==> src/rtl/eth_phy_10g_rx_ber_mon_if.sv <==
// Signal bundle between the block aligner side and the BER monitor.
// The count port pair exists only when BER_MON_CNT_EN is defined.
interface eth_phy_10g_rx_ber_mon_if #(
    parameter int HDR_WIDTH = 2
);
    logic [HDR_WIDTH-1:0] i_serdes_rx_hdr;
    logic                 i_rx_block_lock;
    logic                 o_rx_high_ber;
    logic                 o_rx_bad_hdr;
`ifdef BER_MON_CNT_EN
    logic [5:0]           o_ber_count;
    logic                 i_ber_count_clr;
`endif

    modport master (
`ifdef BER_MON_CNT_EN
        output i_ber_count_clr,
        input  o_ber_count,
`endif
        output i_serdes_rx_hdr,
        output i_rx_block_lock,
        input  o_rx_high_ber,
        input  o_rx_bad_hdr
    );

    modport slave (
`ifdef BER_MON_CNT_EN
        input  i_ber_count_clr,
        output o_ber_count,
`endif
        input  i_serdes_rx_hdr,
        input  i_rx_block_lock,
        output o_rx_high_ber,
        output o_rx_bad_hdr
    );
endinterface

==> src/rtl/eth_phy_10g_rx_ber_mon.sv <==
// Cl.49-style receive BER monitor: counts invalid sync headers per window, flags high BER.
// Optional BER_MON_CNT_EN adds a saturating 6-bit invalid-header counter with clear.
module eth_phy_10g_rx_ber_mon #(
    parameter int HDR_WIDTH     = 2,
    parameter int COUNT_125US   = 19531,
    parameter int BER_THRESHOLD = 16
) (
    input  logic                      clk,
    input  logic                      i_rst,
    eth_phy_10g_rx_ber_mon_if.slave   bus
);
    localparam int TW = $clog2(COUNT_125US);
    localparam int EW = $clog2(BER_THRESHOLD + 1);

    typedef enum logic [1:0] {INIT, COUNT, HI_BER} state_t;

    state_t         state_q, state_d;
    logic [TW-1:0]  timer_q, timer_d;
    logic [EW-1:0]  err_q,   err_d;
    logic           high_ber_q, high_ber_d;
    logic           bad_hdr_q;

    logic           lock, hdr_bad, timer_last, err_at_thr, err_sat;
    logic [TW-1:0]  timer_inc;

    assign lock       = bus.i_rx_block_lock;
    // 00 and 11 are the two invalid headers: both bits equal
    assign hdr_bad    = ~^bus.i_serdes_rx_hdr[1:0];
    assign timer_last = (timer_q == TW'(COUNT_125US - 1));
    assign timer_inc  = timer_last ? '0 : timer_q + 1'b1;
    assign err_at_thr = (err_q == EW'(BER_THRESHOLD - 1));
    assign err_sat    = (err_q == EW'(BER_THRESHOLD));

    always_comb begin
        state_d    = state_q;
        timer_d    = timer_q;
        err_d      = err_q;
        high_ber_d = high_ber_q;
        if (!lock) begin
            state_d    = INIT;
            timer_d    = '0;
            err_d      = '0;
            high_ber_d = 1'b0;
        end else begin
            case (state_q)
                INIT: begin
                    // header in the lock-acquire cycle is not counted
                    state_d    = COUNT;
                    timer_d    = '0;
                    err_d      = '0;
                    high_ber_d = 1'b0;
                end
                COUNT: begin
                    timer_d = timer_inc;
                    if (hdr_bad && !err_sat)
                        err_d = err_q + 1'b1;
                    // threshold wins over window expiry in the same cycle
                    if (hdr_bad && err_at_thr) begin
                        state_d    = HI_BER;
                        high_ber_d = 1'b1;
                    end else if (timer_last) begin
                        err_d      = '0;
                        high_ber_d = 1'b0;
                    end
                end
                HI_BER: begin
                    high_ber_d = 1'b1;
                    timer_d    = timer_inc;
                    if (timer_last) begin
                        state_d = COUNT;
                        err_d   = '0;
                    end
                end
                default: begin
                    state_d    = INIT;
                    timer_d    = '0;
                    err_d      = '0;
                    high_ber_d = 1'b0;
                end
            endcase
        end
    end

    always_ff @(posedge clk) begin
        if (i_rst) begin
            state_q    <= INIT;
            timer_q    <= '0;
            err_q      <= '0;
            high_ber_q <= 1'b0;
            bad_hdr_q  <= 1'b0;
        end else begin
            state_q    <= state_d;
            timer_q    <= timer_d;
            err_q      <= err_d;
            high_ber_q <= high_ber_d;
            bad_hdr_q  <= lock && hdr_bad && (state_q != INIT);
        end
    end

    assign bus.o_rx_high_ber = high_ber_q;
    assign bus.o_rx_bad_hdr  = bad_hdr_q;

`ifdef BER_MON_CNT_EN
    logic [5:0] ber_cnt_q;
    logic       cnt_hit;

    // lock loss deliberately leaves the running count untouched
    assign cnt_hit = lock && hdr_bad;

    always_ff @(posedge clk) begin
        if (i_rst)
            ber_cnt_q <= '0;
        else if (bus.i_ber_count_clr)
            ber_cnt_q <= {5'd0, cnt_hit};
        else if (cnt_hit && ber_cnt_q != 6'd63)
            ber_cnt_q <= ber_cnt_q + 6'd1;
    end

    assign bus.o_ber_count = ber_cnt_q;
`endif
endmodule
==> src/flat_wrapper.sv <==
// flat-port wrapper written by rule: the top's interface ports become plain ports
module eth_phy_10g_rx_ber_mon_flat 
#(
    parameter int HDR_WIDTH     = 2,
    parameter int COUNT_125US   = 19531,
    parameter int BER_THRESHOLD = 16
)
  (clk, i_rst, bus_i_serdes_rx_hdr, bus_i_rx_block_lock, bus_o_rx_high_ber, bus_o_rx_bad_hdr);
  eth_phy_10g_rx_ber_mon_if #(.HDR_WIDTH(HDR_WIDTH)) bus_i ();
  input  logic clk;
  input  logic i_rst;
  input wire logic [$bits(bus_i.i_serdes_rx_hdr)-1:0] bus_i_serdes_rx_hdr;
  input wire logic [$bits(bus_i.i_rx_block_lock)-1:0] bus_i_rx_block_lock;
  output wire logic [$bits(bus_i.o_rx_high_ber)-1:0] bus_o_rx_high_ber;
  output wire logic [$bits(bus_i.o_rx_bad_hdr)-1:0] bus_o_rx_bad_hdr;
  assign bus_i.i_serdes_rx_hdr = bus_i_serdes_rx_hdr;
  assign bus_i.i_rx_block_lock = bus_i_rx_block_lock;
  assign bus_o_rx_high_ber = bus_i.o_rx_high_ber;
  assign bus_o_rx_bad_hdr = bus_i.o_rx_bad_hdr;
  eth_phy_10g_rx_ber_mon #(.HDR_WIDTH(HDR_WIDTH), .COUNT_125US(COUNT_125US), .BER_THRESHOLD(BER_THRESHOLD)) u_core (.clk(clk), .i_rst(i_rst), .bus(bus_i));
endmodule
==> config.mk <==
export PLATFORM = sky130hd
export DESIGN_NAME = eth_phy_10g_rx_ber_mon_flat
export DESIGN_NICKNAME = d
export VERILOG_FILES = /design/src/rtl/eth_phy_10g_rx_ber_mon_if.sv /design/src/rtl/eth_phy_10g_rx_ber_mon.sv /design/src/flat_wrapper.sv
export SDC_FILE = /design/constraint.sdc
export NUM_CORES = 1
export LEC_CHECK = 0
export BUFFER_PORTS_ARGS = -buffer_cell sky130_fd_sc_hd__buf_2
export CORE_UTILIZATION = 25
export DETAILED_ROUTE_END_ITERATION = 8
export GPL_TIMING_DRIVEN = 0
export SLEW_MARGIN = 15
export SYNTH_ARGS = -nofsm -noshare
export SYNTH_HDL_FRONTEND = slang
export SYNTH_SLANG_ARGS = --single-unit
export TNS_END_PERCENT = 20
==> constraint.sdc <==
create_clock -name clk -period 3.8 [get_ports clk]
set_clock_uncertainty 0.15 [all_clocks]
set_input_delay 0.19 -clock clk [delete_from_list [all_inputs] [get_ports clk]]
set_output_delay 0.19 -clock clk [all_outputs]
set_load 0.02 [all_outputs]
Word level (Yosys, flattened, before mapping)
Index checks and enable logic that the tools add are counted.
- bits in registers: 24
- bits of input ports: 5
- output and inout bits: 2
- logic and storage cells: 40
- add/subtract/negate cells: 2
- eq/ne operators: 8
- mux-type cells: 11
- bitwise gates (word level): 2
- reduce and logical (&&, ||, !) cells: 12
- operators by type and width (kind ; number):
    $mux W5 ; 4
    $add A15 B1 Y15 const B ; 1
    $eq A15 B15 Y1 const B ; 1
    $pmux W5 S2 ; 1
    $pmux W2 S3 ; 1
    $add A5 B1 Y5 const B ; 1
    $eq A5 B4 Y1 const B ; 1
    $eq A5 B5 Y1 const B ; 1
    $logic_and A1 B1 Y1 ; 4
    $mux W2 ; 2
    $ne A2 B1 Y1 const B ; 2
    $reduce_or A2 Y1 ; 2
    $reduce_or A4 Y1 ; 1
    $ne A3 B1 Y1 const B ; 1
    $eq A2 B1 Y1 const B ; 1
    $eq A2 B2 Y1 const B ; 1
    $logic_not A2 Y1 ; 1
    $mux W1 ; 2
    $not A1 Y1 ; 2
    $pmux W1 S2 ; 1
    $reduce_and A2 Y1 ; 1
    $reduce_bool A2 Y1 ; 1
    $reduce_xnor A2 Y1 ; 1
    $logic_not A1 Y1 ; 1

Logic depth before layout (Yosys ltp)
Gate-level depths: netlist of the first run.
- depth in word-level cells: 7
- gate-level depth with buffers: 7
- mapped depth without buffers: 6

Worst setup path before layout of the first run
Ideal clock, no wire load.
- path kind: reg-to-reg
- from: register u_core.timer_q[0]
- to: register u_core.err_q[3]
- setup time: 0.072 ns
- arrival: 2.167 ns
- required time: 3.578 ns
- setup slack: 1.412 ns
- cell stages (with the launch flop): 7
- buffers on the path: 0
- period minus slack after synthesis: 2.388 ns
- cells stage by stage: dfxtp_1 -> inv_1 -> ha_1 -> or4bb_1 -> o41a_1 -> or4_1 -> a21oi_1
- cells in the longest elaborated chain, start to end: 4
- elaborated cells between the ends (all ways): 5
- classes of those cells: 2 x eq/ne; 3 x mux
- RTL lines (what ; line ; text):
    from (decl) ; eth_phy_10g_rx_ber_mon.sv:18 ; logic [TW-1:0] timer_q, timer_d;
    from (signal assigned) ; eth_phy_10g_rx_ber_mon.sv:93 ; timer_q <= timer_d;
    $eq A15 B15 Y1 * ; eth_phy_10g_rx_ber_mon.sv:29 ; assign timer_last = (timer_q == TW'(COUNT_125US - 1));
    $mux W5 ; eth_phy_10g_rx_ber_mon.sv:61 ; end else if (timer_last) begin
    $mux W5 ; eth_phy_10g_rx_ber_mon.sv:58 ; if (hdr_bad && err_at_thr) begin
    $pmux W5 S2 ; eth_phy_10g_rx_ber_mon.sv:45 ; case (state_q)
    to (signal assigned) ; eth_phy_10g_rx_ber_mon.sv:94 ; err_q <= err_d;
    to (decl) ; eth_phy_10g_rx_ber_mon.sv:19 ; logic [EW-1:0] err_q, err_d;
Mark *: on every way between the ends. The rest lies on a longest branch, timed or not.
A chain may end at the register's enable or synchronous reset.

Final worst setup path of the first run
Same ends and word-level chain as after synthesis.

==> results of run 1 <==
## cells by family after synthesis
| logic type | Yosys count | share of synthesized area [%] |
|---|---|---|
| AND/OR/NAND/NOR | 61 | 27.1 |
| flip-flops | 24 | 37.3 |
| AO/OA/AOI/OAI | 30 | 15.7 |
| buffers and inverters | 9 | 2.62 |
| XOR/XNOR | 11 | 7.48 |
| adder cells (fa/ha/maj) | 10 | 9.72 |
## where the power goes
group | switching (mW) | internal [mW]
registers | 0.00258 | 0.254
clock network | 0.0856 | 0.141
logic | 0.0180 | 0.0125
## worst min-delay path: stages
cell and delay, ns:
buf_2 0.10, nand2b_1 0.11, a21oi_1 0.05
## layer usage
layer | vias up | share of wire (%) | global-route usage, %
li1 | 556 | - | -
met4 | 0 | 0.40 | 1.28
met3 | 3 | 3.0 | 3.29
met1 | 493 | 49 | 12.7
met5 | - | 0 | 0
met2 | 10 | 47 | 16.0
## metrics by stage
stage	area [sq um]	hold slack, ns	worst slack, ns	power [mW]
after floorplan	1290	0.217	1.41	0.284
after global placement	1400	0.308	1.24	0.292
after detailed placement	1400	0.313	1.20	0.293
after CTS	1470	0.0647	1.17	0.522
after global routing	1470	0.0995	1.08	0.537
final	1470	0.0705	1.20	0.513
## flip-flops by register name (all words and copies together), names as in the netlist
signal,flops
u_core.bus.o_rx_bad_hdr,1
u_core.state_q,2
u_core.timer_q,15
u_core.bus.o_rx_high_ber,1
u_core.err_q,5
## worst max-delay path by stage
stage                     slack [ns]         startpoint  depth (start not counted)               to
after floorplan                 1.41  u_core.timer_q[0]                          6  u_core.err_q[3]
after global placement          1.24  u_core.timer_q[0]                          6  u_core.err_q[3]
after detailed placement        1.20  u_core.timer_q[0]                          6  u_core.err_q[3]
after CTS                       1.17  u_core.timer_q[0]                          6  u_core.err_q[3]
after global routing            1.08  u_core.timer_q[0]                          6  u_core.err_q[3]
final                           1.20  u_core.timer_q[0]                          6  u_core.err_q[3]
## cell type report
type	instances	area [sq um]	area share [%]
Clock buffer	3	41.3	2.80
Timing Repair Buffer	6	30.0	2.04
Multi-Input combinational cell	112	773	52.5
Buffer	1	3.75	0.255
Clock inverter	1	30.0	2.04
Inverter	8	30.0	2.04
Sequential cell	24	480	32.6
Tap cell	67	83.8	5.69
## synth_stat cells (4+ instances only)
library cell	n	area share, %
o31ai_1	5	2.9
nand4_1	4	1.9
o21ai_0	6	2.3
ha_1	10	9.7
nand2_1	9	2.6
nor2_1	15	4.4
a21oi_1	11	4.3
or4_1	5	2.9
dfxtp_1	24	37
nand3_1	10	3.9
xnor2_1	5	3.4
inv_1	8	2.3
xor2_1	6	4.1
==> flow_summary.json, run 1 <==
{
  "syn_avg_cell_area_sq_um": 8.88,
  "core_sq_um": 4850,
  "critPathRequiredTime_ns": 3.85,
  "clock-sinks": 24,
  "syn_inst": 145,
  "hp-class": "in -> reg",
  "yosys_warnings": 0,
  "cts_hold_buf": 0,
  "r2r_end": "u_core.err_q[3]",
  "slew_violations": 0,
  "cts_tree": "built",
  "pwr_density_cell_nw_per_um2": 348,
  "totalWireLength_mm": 2.47,
  "final_nets": 171,
  "grt_max_degree": 15,
  "cap_violations": 0,
  "drive_above_1_share_pct": 10.3,
  "drt_pass1_iterations": 4,
  "crit_fanout": 9,
  "ys_ff_latch": 24,
  "synth_edf_count": 0,
  "instances_no_fill": 222,
  "final_hold_viol_count": 0,
  "die_w_microns": 73.8,
  "num_vias": 1062,
  "rows": 25,
  "startpoint_type": "flop",
  "min_from": "bus_i_rx_block_lock",
  "setup_viol": 0,
  "cts_root_buf": "clkbuf_8",
  "dp.cells": 218,
  "vdd_drop_max_mv": 0.181,
  "cts_resized": 0,
  "cts_buffer_depth": 2,
  "regToRegSetupSlack_ns": 1.20,
  "min_period_over_period_pct": 68.5,
  "final_common_cell": "dfxtp_1",
  "ff2ff_path_depth": 6,
  "clk_latency_ns": 0.27,
  "crit_buf_inv": 1,
  "max_stage_delay_ns": 0.56,
  "tightest_slew_ns": 0.621,
  "tns_ns": 0,
  "synth.net_count": 160,
  "drt_iter0_drc": 52,
  "synth_cell_type_count": 38,
  "final_cell_mix": "dfxtp_1 (24), nor2_1 (15), a21oi_1 (11)",
  "start_util_pct": 26.6,
  "grt_pass1_vias": 936,
  "h-tree-depth": 1,
  "p_leak_nw": 0.466,
  "endpoint_kind": "flop",
  "io_pins": 7,
  "status": "completed",
  "cp_slowest_cell": "o41a_1",
  "hpwl_mm": 1.83,
  "period_minus_slack_ns": 2.60,
  "critPathArrivalTime_ns": 2.66,
  "hold_path_end": "u_core.state_q[0]",
  "ant_nets": 0,
  "antenna_cells": 0,
  "die_area_sq_um": 5440,
  "fin_util_pct": 30.4,
  "port_buffers": 6,
  "die_h_microns": 73.8,
  "grt_pass1_wl_mm": 4.15,
  "cts_buffers": 3,
  "crit_type": "reg -> reg",
  "n_fill_cell": 510,
  "critPathTopFamily": "simple AND/OR/NAND/NOR gates",
  "rr_startpoint": "u_core.timer_q[0]",
  "rsz0062_at_grt": "false",
  "path_clk_slew_ns": 0.09,
  "drc": 0,
  "ys_seq_area_share_pct": 37.3,
  "worstPathCellList": "inv_1 > ha_1 > or4bb_1 > o41a_1 > or4_1 > a21oi_1",
  "slew_headroom_pct": 58.2,
  "antenna_found_initial": 0,
  "gp_congestion": 0.736,
  "hold_depth": 3,
  "viasPerCell": 4.78,
  "synthToLayoutAreaGrowth_pct": 14.4,
  "grt_overflow": 0,
  "async_flop_share_pct": 0,
  "gr-usage-all-layers_pct": 9.78,
  "avgRoutedWirePerCell_microns": 11.1,
  "post_cts_buffers": 0,
  "yosys_most_used_dff": "dfxtp_1",
  "fmax_mhz": 384,
  "syn-cell-area_sq_um": 1290
}
No activity file was read; power rests on OpenSTA's default activity.
==> run 2, diff against run 1 <==
==> constraint.sdc (replaced) <==
create_clock -name clk -period 2.7 [get_ports clk]
set_clock_uncertainty 0.15 [all_clocks]
set_input_delay 0.135 -clock clk [delete_from_list [all_inputs] [get_ports clk]]
set_output_delay 0.135 -clock clk [all_outputs]
set_load 0.02 [all_outputs]
==> flow_summary.json, run 2 (synthesis results as in run 1) <==
{
  "largest-register": "u_core.timer_q",
  "antenna_cells": 0,
  "tns_ns": 0,
  "drt_iter0_drc": 53,
  "pwr_density_cell_nw_per_um2": 491,
  "post_cts_buffers": 0,
  "critPathRequiredTime_ns": 2.75,
  "gr-usage-all-layers_pct": 9.78,
  "drt_pass1_iterations": 4,
  "cts_buffer_depth": 2,
  "setup_viol": 0,
  "clk_latency_ns": 0.27,
  "die_h_microns": 73.8,
  "final_cell_mix": "dfxtp_1 (24), nor2_1 (15), a21oi_1 (11)",
  "status": "completed",
  "vdd_drop_max_mv": 0.254,
  "cts_buffers": 3,
  "rows": 25,
  "avgRoutedWirePerCell_microns": 11.1,
  "final_nets": 171,
  "p_leak_nw": 0.466,
  "largestRegisters": "u_core.timer_q (15), u_core.err_q (5), u_core.state_q (2)",
  "cts_root_buf": "clkbuf_8",
  "startpoint_type": "flop",
  "comb_power_share_pct": 5.9,
  "ant_nets": 0,
  "num_vias": 1062,
  "totalWireLength_mm": 2.47,
  "cts_tree": "built",
  "switching_power_mw": 0.150,
  "port_buffers": 6,
  "whs_ns": 0.0152,
  "final_hold_viol_count": 0,
  "start_util_pct": 26.6,
  "crit_type": "reg -> reg",
  "drc": 0,
  "cts_resized": 0,
  "min_period_over_period_pct": 93.0,
  "power.internal_mw": 0.573,
  "drive_above_1_share_pct": 10.3,
  "grt_pass1_wl_mm": 4.15,
  "grt_overflow": 0,
  "die_area_sq_um": 5440,
  "gp_congestion": 0.736,
  "final_common_cell": "dfxtp_1",
  "period_minus_slack_ns": 2.51,
  "crit_fanout": 9,
  "clockPowerShare_pct": 44.2,
  "fmax_mhz": 398,
  "grt_pass1_vias": 936,
  "tightest_slew_ns": 0.621,
  "grt_max_degree": 15,
  "seqPwrFrac_pct": 49.9,
  "max_stage_delay_ns": 0.55,
  "slew_violations": 0,
  "p_sw_share_pct": 20.7,
  "io_pins": 7,
  "hpwl_mm": 1.83,
  "cp_slowest_cell": "or4bb_1",
  "antenna_found_initial": 0,
  "cap_violations": 0,
  "viasPerCell": 4.78,
  "worstPathCellList": "inv_1 > ha_1 > or4bb_1 > o41a_1 > or4_1 > a21oi_1",
  "path_clk_slew_ns": 0.09,
  "endpoint_kind": "flop",
  "die_w_microns": 73.8,
  "h-tree-depth": 1,
  "hp-class": "in -> reg",
  "core_sq_um": 4850,
  "rsz0062_at_grt": "false",
  "critPathArrivalTime_ns": 2.57,
  "synthToLayoutAreaGrowth_pct": 14.4,
  "slew_headroom_pct": 58.2,
  "largest_reg_flops": 15,
  "clock-sinks": 24
}
run 2: repair_timing:
| action | in CTS | in global routing |
|---|---|---|
| setup endpoints to repair | 0 | 1 |
| endpoints found under the hold margin | 0 | 0 |
| hold buffers | 0 | 0 |
run 2: power groups by stage:
| stage | logic (mW) | clock network, mW | registers (mW) |
|---|---|---|---|
| final | 0.0429 | 0.319 | 0.360 |
| after global placement | 0.0428 | 0 | 0.369 |
| after CTS | 0.0433 | 0.331 | 0.360 |
| after global routing | 0.0489 | 0.346 | 0.361 |
| after floorplan | 0.0309 | 0 | 0.368 |
| after detailed placement | 0.0432 | 0 | 0.369 |
run 2: per-layer routing:
layer | track usage (%) | vias up | wire length [microns]
li1 | - | 557 | -
met1 | 12.7 | 494 | 1220
met2 | 16.0 | 8 | 1180
met3 | 3.29 | 3 | 64
met4 | 1.28 | 0 | 10
met5 | 0 | - | 0
run 2: critical path: cells and delay by family (launching register included):
family / cells / cell delay [ns]
AO/OA/AOI/OAI: 2 / 0.60
AND/OR/NAND/NOR: 2 / 1.09
adder cells (fa/ha/maj): 1 / 0.18
flip-flops: 1 / 0.35
buffers and inverters: 1 / 0.07
run 2: worst paths after layout:
check                                              start                        to  slack [ns]  cells after the start
worst min register to register  u_core.bus.o_rx_high_ber  u_core.bus.o_rx_high_ber        0.32                      2
worst max-delay path                   u_core.timer_q[0]           u_core.err_q[3]        0.19                      6
worst max register to register         u_core.timer_q[0]           u_core.err_q[3]        0.19                      6
worst min-delay path                 bus_i_rx_block_lock         u_core.state_q[0]        0.02                      3
run 2: final cells by class:
type                    instances  area, sq um
well taps                      67         83.8
inverters                       8         30.0
fillers                       510         3380
multi-input cells             112          773
repair buffers                  6         30.0
plain buffers                   1         3.75
clock buffers                   3         41.3
clock inverters                 1         30.0
flip-flops and latches         24          480
run 2: through the flow:
| step | power, mW | area [sq um] | util, % | instances | worst slack (ns) |
|---|---|---|---|---|---|
| 2_1_floorplan | 0.399 | 1290 | - | 145 | 0.312 |
| 3_3_place_gp | 0.411 | 1400 | 28.9 | 218 | 0.139 |
| 3_5_place_dp | 0.412 | 1400 | 28.9 | 218 | 0.103 |
| 4_1_cts | 0.734 | 1470 | 30.4 | 222 | 0.0734 |
| 5_1_grt | 0.756 | 1470 | 30.4 | 222 | 0.0736 |
| 6_report | 0.722 | 1470 | 30.4 | 222 | 0.188 |
